`config.mk`:
```
export PLATFORM = sky130hd
export DESIGN_NAME = quadrature_decoder
export DESIGN_NICKNAME = d
export VERILOG_FILES = /design/src/rtl/quad_pkg.sv /design/src/rtl/step_period_timer.sv /design/src/rtl/quadrature_decoder.sv
export SDC_FILE = /design/constraint.sdc
export NUM_CORES = 1
export LEC_CHECK = 0
export CAP_MARGIN = 20
export CORE_ASPECT_RATIO = 0.8
export CORE_MARGIN = 8
export CORE_UTILIZATION = 55
export CTS_CLUSTER_SIZE = 20
export DETAILED_ROUTE_END_ITERATION = 12
export PLACE_DENSITY = 0.8
export SLEW_MARGIN = 0
export SYNTH_ARGS = -nofsm -noshare
export SYNTH_HDL_FRONTEND = slang
export SYNTH_SLANG_ARGS = --single-unit
```
`constraint.sdc`:
```
create_clock -name clk -period 5 [get_ports clk]
set_input_delay 1.25 -clock clk [delete_from_list [all_inputs] [get_ports clk]]
set_output_delay 1.25 -clock clk [all_outputs]
set_load 0.1 [all_outputs]
```
`src/rtl/quad_pkg.sv`:
```
// Shared definitions for the quadrature decoder: Gray-code state values,
// direction encoding and the transition classifier used by the decoder.
package quad_pkg;

    // Encoder states as {A,B}; forward rotation walks 00 -> 10 -> 11 -> 01 -> 00
    localparam logic [1:0] ST_00 = 2'b00;
    localparam logic [1:0] ST_10 = 2'b10;
    localparam logic [1:0] ST_11 = 2'b11;
    localparam logic [1:0] ST_01 = 2'b01;

    localparam logic DIR_FWD = 1'b1;
    localparam logic DIR_REV = 1'b0;

    typedef enum logic [1:0] {
        NONE    = 2'd0,
        FWD     = 2'd1,
        REV     = 2'd2,
        ILLEGAL = 2'd3
    } trans_e;

    // Classify the move from prev to cur; a change of both channels at once is illegal
    function automatic trans_e classify(input logic [1:0] prev, input logic [1:0] cur);
        trans_e t;
        logic [1:0] fwdNext;
        logic [1:0] revNext;
        fwdNext = ST_00;
        revNext = ST_00;
        case (prev)
            ST_00:   begin fwdNext = ST_10; revNext = ST_01; end
            ST_10:   begin fwdNext = ST_11; revNext = ST_00; end
            ST_11:   begin fwdNext = ST_01; revNext = ST_10; end
            default: begin fwdNext = ST_00; revNext = ST_11; end
        endcase
        if (cur == prev) begin
            t = NONE;
        end else if (cur == fwdNext) begin
            t = FWD;
        end else if (cur == revNext) begin
            t = REV;
        end else begin
            t = ILLEGAL;
        end
        return t;
    endfunction

endpackage

```
`src/rtl/step_period_timer.sv`:
```
// Saturating CE-tick counter measuring the interval between valid encoder steps.
// A restart (illegal transition) discards the measurement so the next step only
// re-arms the timer and the one after it reports a fresh interval.
module step_period_timer #(
    parameter int PER_WIDTH = 16
) (
    input  logic                 clk,
    input  logic                 synch_reset,
    input  logic                 CE,
    input  logic                 step_i,
    input  logic                 restart_i,
    output logic [PER_WIDTH-1:0] step_period,
    output logic                 period_valid,
    output logic                 stalled
);

    localparam logic [PER_WIDTH-1:0] CNT_MAX = '1;

    logic [PER_WIDTH-1:0] period_cnt_q, period_cnt_d;
    logic [PER_WIDTH-1:0] step_period_q, step_period_d;
    logic [PER_WIDTH-1:0] cnt_inc;
    logic                 first_seen_q, first_seen_d;
    logic                 period_valid_q, period_valid_d;

    assign cnt_inc = (period_cnt_q == CNT_MAX) ? CNT_MAX : period_cnt_q + 1'b1;

    // Next-state: count idle ticks, capture the interval on a step, drop it on a restart
    always_comb begin
        period_cnt_d   = cnt_inc;
        first_seen_d   = first_seen_q;
        step_period_d  = step_period_q;
        period_valid_d = period_valid_q;
        if (restart_i) begin
            period_cnt_d   = '0;
            first_seen_d   = 1'b0;
            period_valid_d = 1'b0;
        end else if (step_i) begin
            if (first_seen_q) begin
                step_period_d  = cnt_inc;
                period_valid_d = 1'b1;
            end
            first_seen_d = 1'b1;
            period_cnt_d = '0;
        end
    end

    // State only moves on CE; reset is honoured only on a CE cycle
    always_ff @(posedge clk) begin
        if (CE) begin
            if (synch_reset) begin
                period_cnt_q   <= '0;
                first_seen_q   <= 1'b0;
                step_period_q  <= '0;
                period_valid_q <= 1'b0;
            end else begin
                period_cnt_q   <= period_cnt_d;
                first_seen_q   <= first_seen_d;
                step_period_q  <= step_period_d;
                period_valid_q <= period_valid_d;
            end
        end
    end

    assign step_period  = step_period_q;
    assign period_valid = period_valid_q;
    assign stalled      = (period_cnt_q == CNT_MAX);

endmodule

```
`src/rtl/quadrature_decoder.sv`:
```
// Quadrature decoder for the pendulum encoder: wrapping signed position,
// direction, one-clk step pulse, sticky illegal-transition flag and step period.
// Optional index zeroing is enabled by defining QUAD_INDEX_EN (adds idx_in).
module quadrature_decoder
    import quad_pkg::*;
#(
    parameter int POS_WIDTH = 16,
    parameter int PER_WIDTH = 16
) (
    input  logic                 clk,
    input  logic                 synch_reset,
    input  logic                 CE,
    input  logic                 a_in,
    input  logic                 b_in,
`ifdef QUAD_INDEX_EN
    input  logic                 idx_in,
`endif
    output logic [POS_WIDTH-1:0] position,
    output logic                 dir,
    output logic                 step,
    output logic [PER_WIDTH-1:0] step_period,
    output logic                 period_valid,
    output logic                 stalled,
    output logic                 err
);

    logic [1:0]           cur;
    logic [1:0]           prev_state_q;
    logic [POS_WIDTH-1:0] position_q, position_d;
    logic                 dir_q, dir_d;
    logic                 step_q, step_d;
    logic                 err_q, err_d;
    trans_e               trans;
    logic                 valid_step;
    logic                 illegal;

    assign cur        = {a_in, b_in};
    assign trans      = classify(prev_state_q, cur);
    assign valid_step = (trans == FWD) || (trans == REV);
    assign illegal    = (trans == ILLEGAL);

`ifdef QUAD_INDEX_EN
    logic idx_q;
`endif

    // Next-state: apply the decoded step to position/dir, latch illegal moves into err
    always_comb begin
        position_d = position_q;
        dir_d      = dir_q;
        step_d     = 1'b0;
        err_d      = err_q;
        case (trans)
            FWD: begin
                position_d = position_q + 1'b1;
                dir_d      = DIR_FWD;
                step_d     = 1'b1;
            end
            REV: begin
                position_d = position_q - 1'b1;
                dir_d      = DIR_REV;
                step_d     = 1'b1;
            end
            ILLEGAL: begin
                err_d = 1'b1;
            end
            default: begin
            end
        endcase
`ifdef QUAD_INDEX_EN
        if (idx_in && !idx_q) begin
            position_d = '0;
        end
`endif
    end

    // Registers advance on CE; the step pulse is cleared on every other edge
    always_ff @(posedge clk) begin
        if (CE) begin
            prev_state_q <= cur;
            if (synch_reset) begin
                position_q <= '0;
                dir_q      <= 1'b0;
                step_q     <= 1'b0;
                err_q      <= 1'b0;
            end else begin
                position_q <= position_d;
                dir_q      <= dir_d;
                step_q     <= step_d;
                err_q      <= err_d;
            end
        end else begin
            step_q <= 1'b0;
        end
    end

`ifdef QUAD_INDEX_EN
    // Previous index sample for rising-edge detection
    always_ff @(posedge clk) begin
        if (CE) begin
            if (synch_reset) begin
                idx_q <= 1'b0;
            end else begin
                idx_q <= idx_in;
            end
        end
    end
`endif

    step_period_timer #(
        .PER_WIDTH (PER_WIDTH)
    ) u_timer (
        .clk          (clk),
        .synch_reset  (synch_reset),
        .CE           (CE),
        .step_i       (valid_step),
        .restart_i    (illegal),
        .step_period  (step_period),
        .period_valid (period_valid),
        .stalled      (stalled)
    );

    assign position = position_q;
    assign dir      = dir_q;
    assign step     = step_q;
    assign err      = err_q;

endmodule

```
==> flow_summary_export.csv <==
group,metric,value,unit
synthesis,synth_top_area_cell,"sky130_fd_sc_hd__edfxtp_1",
setup_path,r2r-start,"prev_state_q[0]",
timing,maxSlewHeadroom,0.3412,
timing,max_clock_freq,226.9,MHz
synthesis,synthArstFlopShare,0,
grt,number_of_antenna_violations_at_the_first_check_in_global_routing,0,
drt,antenna_left,0,
min_path,worstHoldPathCells,1,
floorplanning,core.rowCount,24,
timing,fin_crit_sh,0.8816,
synthesis,synth_compound_area_frac,0.1355,
clock_tree,cts.repair.resized,0,
synthesis,synth.mux.area_fraction,0.02599,
setup_path,timing.reg2reg.worst_path_depth,9,
synthesis,postSynthRegisterBits,55,
grt,grt_usage,0.1674,
drt,remaining_drc_errors,0,
synthesis,dominant_combinational_cell_family_by_area_after_synthesis,"simple AND/OR/NAND/NOR gates",
floorplanning,die-width,101.0,um
min_path,hold-path-endpoint,"position[0]",
setup_path,worst-r2r-setup-slack,1.52,ns
placed_design,port_buffers,41,
floorplanning,dieHeight,83.98,um
timing,drv_slew,0,
setup_path,cp_common_cell,"sky130_fd_sc_hd__ha_1",
setup_path,cpMaxStageDelayCell,"sky130_fd_sc_hd__ha_1",
synthesis,synth_top_cell_area_share,0.5104,
grt,grtUsageMet2,0.2757,
clock_tree,numClockSinks,55,
min_path,hold_path_class,"flip-flop to flip-flop",
timing,finalClockSkew,0.003549,ns
setup_path,cp.arrival,4.48,ns
drt,drt_first_iter_violations,197,
finish,number_of_inserted_diodes,0,
power_and_ir_drop,power,1.457,mW
setup_path,path_cells,"clkdlybuf4s50_1 > mux2i_1 > o21ai_0 > ha_1 > ha_1 > a21o_2 > a21oi_1 > o21ai_1 > a221oi_2 > mux2_2",
finish,multi_input_area,1435,um^2
synthesis,synth_xor_xnor_area_share,0.03584,
clock_tree,cts-hold-fix-buffers,0,
setup_path,required,5.08,ns
setup_path,timing.critical_path.fanout_max,14,
clock_tree,clock_insertion_delay_worst_skew,0.31,ns
outcome,run_status,"complete, no violations",
timing,fin_tns_setup,0,ns
finish,final-seq-area,1642,um^2
power_and_ir_drop,powerDensity,390.6,nW/um^2
finish,final_core_utilization,0.6750,
synthesis,synth-edff-count,54,
clock_tree,tritoncts,"yes",
flow_run,max-cap-violations,0,
synthesis,ys.flop_type,"sky130_fd_sc_hd__edfxtp_1",
synthesis,synthesis.area,3177,um^2
finish,fin_nets,360,
min_path,hp-start,"position[0]",
finish,fin_cells,415,
synthesis,post_synth_num_cell_types,55,
timing,final_period_minus_worst_setup_slack,4.408,ns
floorplanning,die-area,8479,um^2
synthesis,netlist_top_cells_count,"sky130_fd_sc_hd__edfxtp_1 (54), sky130_fd_sc_hd__nor2_1 (51), sky130_fd_sc_hd__nand2_1 (22)",
timing,report.final.setup_viol,0,
clock_tree,clkTransAtPathRegs,0.10,ns
clock_tree,clockRootBuffer,"sky130_fd_sc_hd__clkbuf_8",
grt,grt-busiest-layer,"met2",
synthesis,syn_inst,294,
grt,first_global_vias,2353,
synthesis,avgSynthCellArea,10.81,um^2
setup_path,cp_launch_point,"b_in",
floorplanning,io_pins,42,
synthesis,post_synth_main_area_contributors,"sky130_fd_sc_hd__edfxtp_1 (51%), sky130_fd_sc_hd__ha_1 (7.1%), sky130_fd_sc_hd__nor2_1 (6.0%)",
grt,grt_use_met1,0.2162,
floorplanning,floorplan.core_area,5525,um^2
placed_design,post-dp-hpwl,5002,um
setup_path,worst-setup-path-type,"input pin to flip-flop",
timing,finalHoldViolations,0,
power_and_ir_drop,peakVddDrop,0.2099,mV
timing,max_slew.worst_pin.slew,0.9850,ns
synthesis,syn-num-nets,318,
drt,wl,6784,um
synthesis,synth.yosys.warnings,0,
setup_path,timing.critical_path.to_type,"flip-flop",
grt,grt_overflow,0,
finish,num-fill-cells,472,
clock_tree,cts.repair_timing.setup_buffer_count,0,
drt,route.vias.total,2419,
drt,route.detailed.wl_per_inst,16.35,um
floorplanning,floorplan.initialDensity,0.5750,
placed_design,place.gp.congestion,0.8728,
finish,layout-drive-gt1-share,0.07122,
power_and_ir_drop,power.static_leakage,1.372,nW
setup_path,setup.worst_path.start_class,"input pin",
grt,global_route.usage.met3,0.04250,
finish,synthToLayoutAreaGrowth,17.41,%
drt,detail_route.first_pass.iterations,5,
setup_path,timing.rr.end,"position[13]",
drt,avgViaCountPerCell,5.829,
grt,grt_max_degree,33,
placed_design,post-place-cells,407,
synthesis,synth-seq-area-share,0.5167,
clock_tree,numCtsBuffers,5,
timing,rsz0062_at_grt,"no",
synthesis,synth_most_common_cell,"sky130_fd_sc_hd__edfxtp_1",
clock_tree,cts_max_path_buffers,2,
grt,first_pass_grt_wire_length,11500,um
clock_tree,cts-htree-levels,2,
synthesis,synth_adder_area_share,0.07720,
synthesis,synth_simple_gate_area_share,0.1772,
setup_path,critical_path.max_stage_delay,0.62,ns
## worst max path at each step
| stage | end | slack [ns] | cells past startpoint |
|---|---|---|---|
| 2_1_floorplan | position[13] | 1.06 | 11 |
| 3_3_place_gp | position[12] | 0.36 | 10 |
| 3_5_place_dp | position[13] | 0.29 | 10 |
| 4_1_cts | position[13] | 0.63 | 10 |
| 5_1_grt | position[13] | 0.38 | 10 |
| 6_report | position[13] | 0.59 | 10 |
## registers in the layout, indices dropped and copies added (netlist names)
signal,cells
dir,1
prev_state_q,2
u_timer.period_valid,1
u_timer.period_cnt_q,16
err,1
u_timer.step_period,16
u_timer.first_seen_q,1
position,16
step,1
## routing by layer
metal,wire (um),part of all wire
met1,3113,0.46
met2,3243,0.48
met3,396,0.058
met4,30,0.0044
met5,0,0
## logic make-up after synthesis
logic type                 count (synthesis)
muxes                                      8
and+or+nand+nor                          118
adders and majority gates                 19
DFF                                       55
AOI/OAI and AO/OA                         64
xor gates and xnor gates                  13
buffers and inverters                     17
## layout make-up
type,count,area share
clock buffers,6,0.01946
clock inverters,2,0.004696
inverters,8,0.009393
multi-input cells,222,0.3848
flip-flops and latches,55,0.4401
well taps,78,0.02617
repair buffers,44,0.1154
## through the flow
stage                     setup slack [ns]  area [um^2]  hold slack, ns
after floorplan                      1.061         3177          0.6103
after global placement              0.3611         3640          0.6548
after detailed placement            0.2900         3640          0.6646
after CTS                           0.6275         3730          0.6816
after global routing                0.3801         3730          0.7155
final                               0.5920         3730          0.6674
## power breakdown
group          internal (mW)  switching, mW
clock network          0.101          0.149
logic                  0.170          0.436
registers              0.570         0.0306
total                  0.841          0.616
## critical path, delay by kind of cell
| kind | cells | cell delay [ns] |
|---|---|---|
| AO/OA/AOI/OAI | 5 | 1.20 |
| buffers and inverters | 1 | 0.54 |
| adder cells (fa/ha/maj) | 2 | 1.06 |
| multiplexers | 2 | 0.43 |
## cell usage in the layout, fill, tap and decap left out, drive strengths merged, types with 5 or more instances in the layout
cell            n
a31oi           9
nand4           5
ha             18
and4            5
xnor2          10
a21o            5
clkdlybuf4s50  40
nor3            7
inv             8
nand3           9
a21oi          23
o21ai           7
clkbuf          6
edfxtp         54
mux2i           6
nor2           51
nand2          22
nor2b           5
No activity file was read; power rests on OpenSTA's default activity.
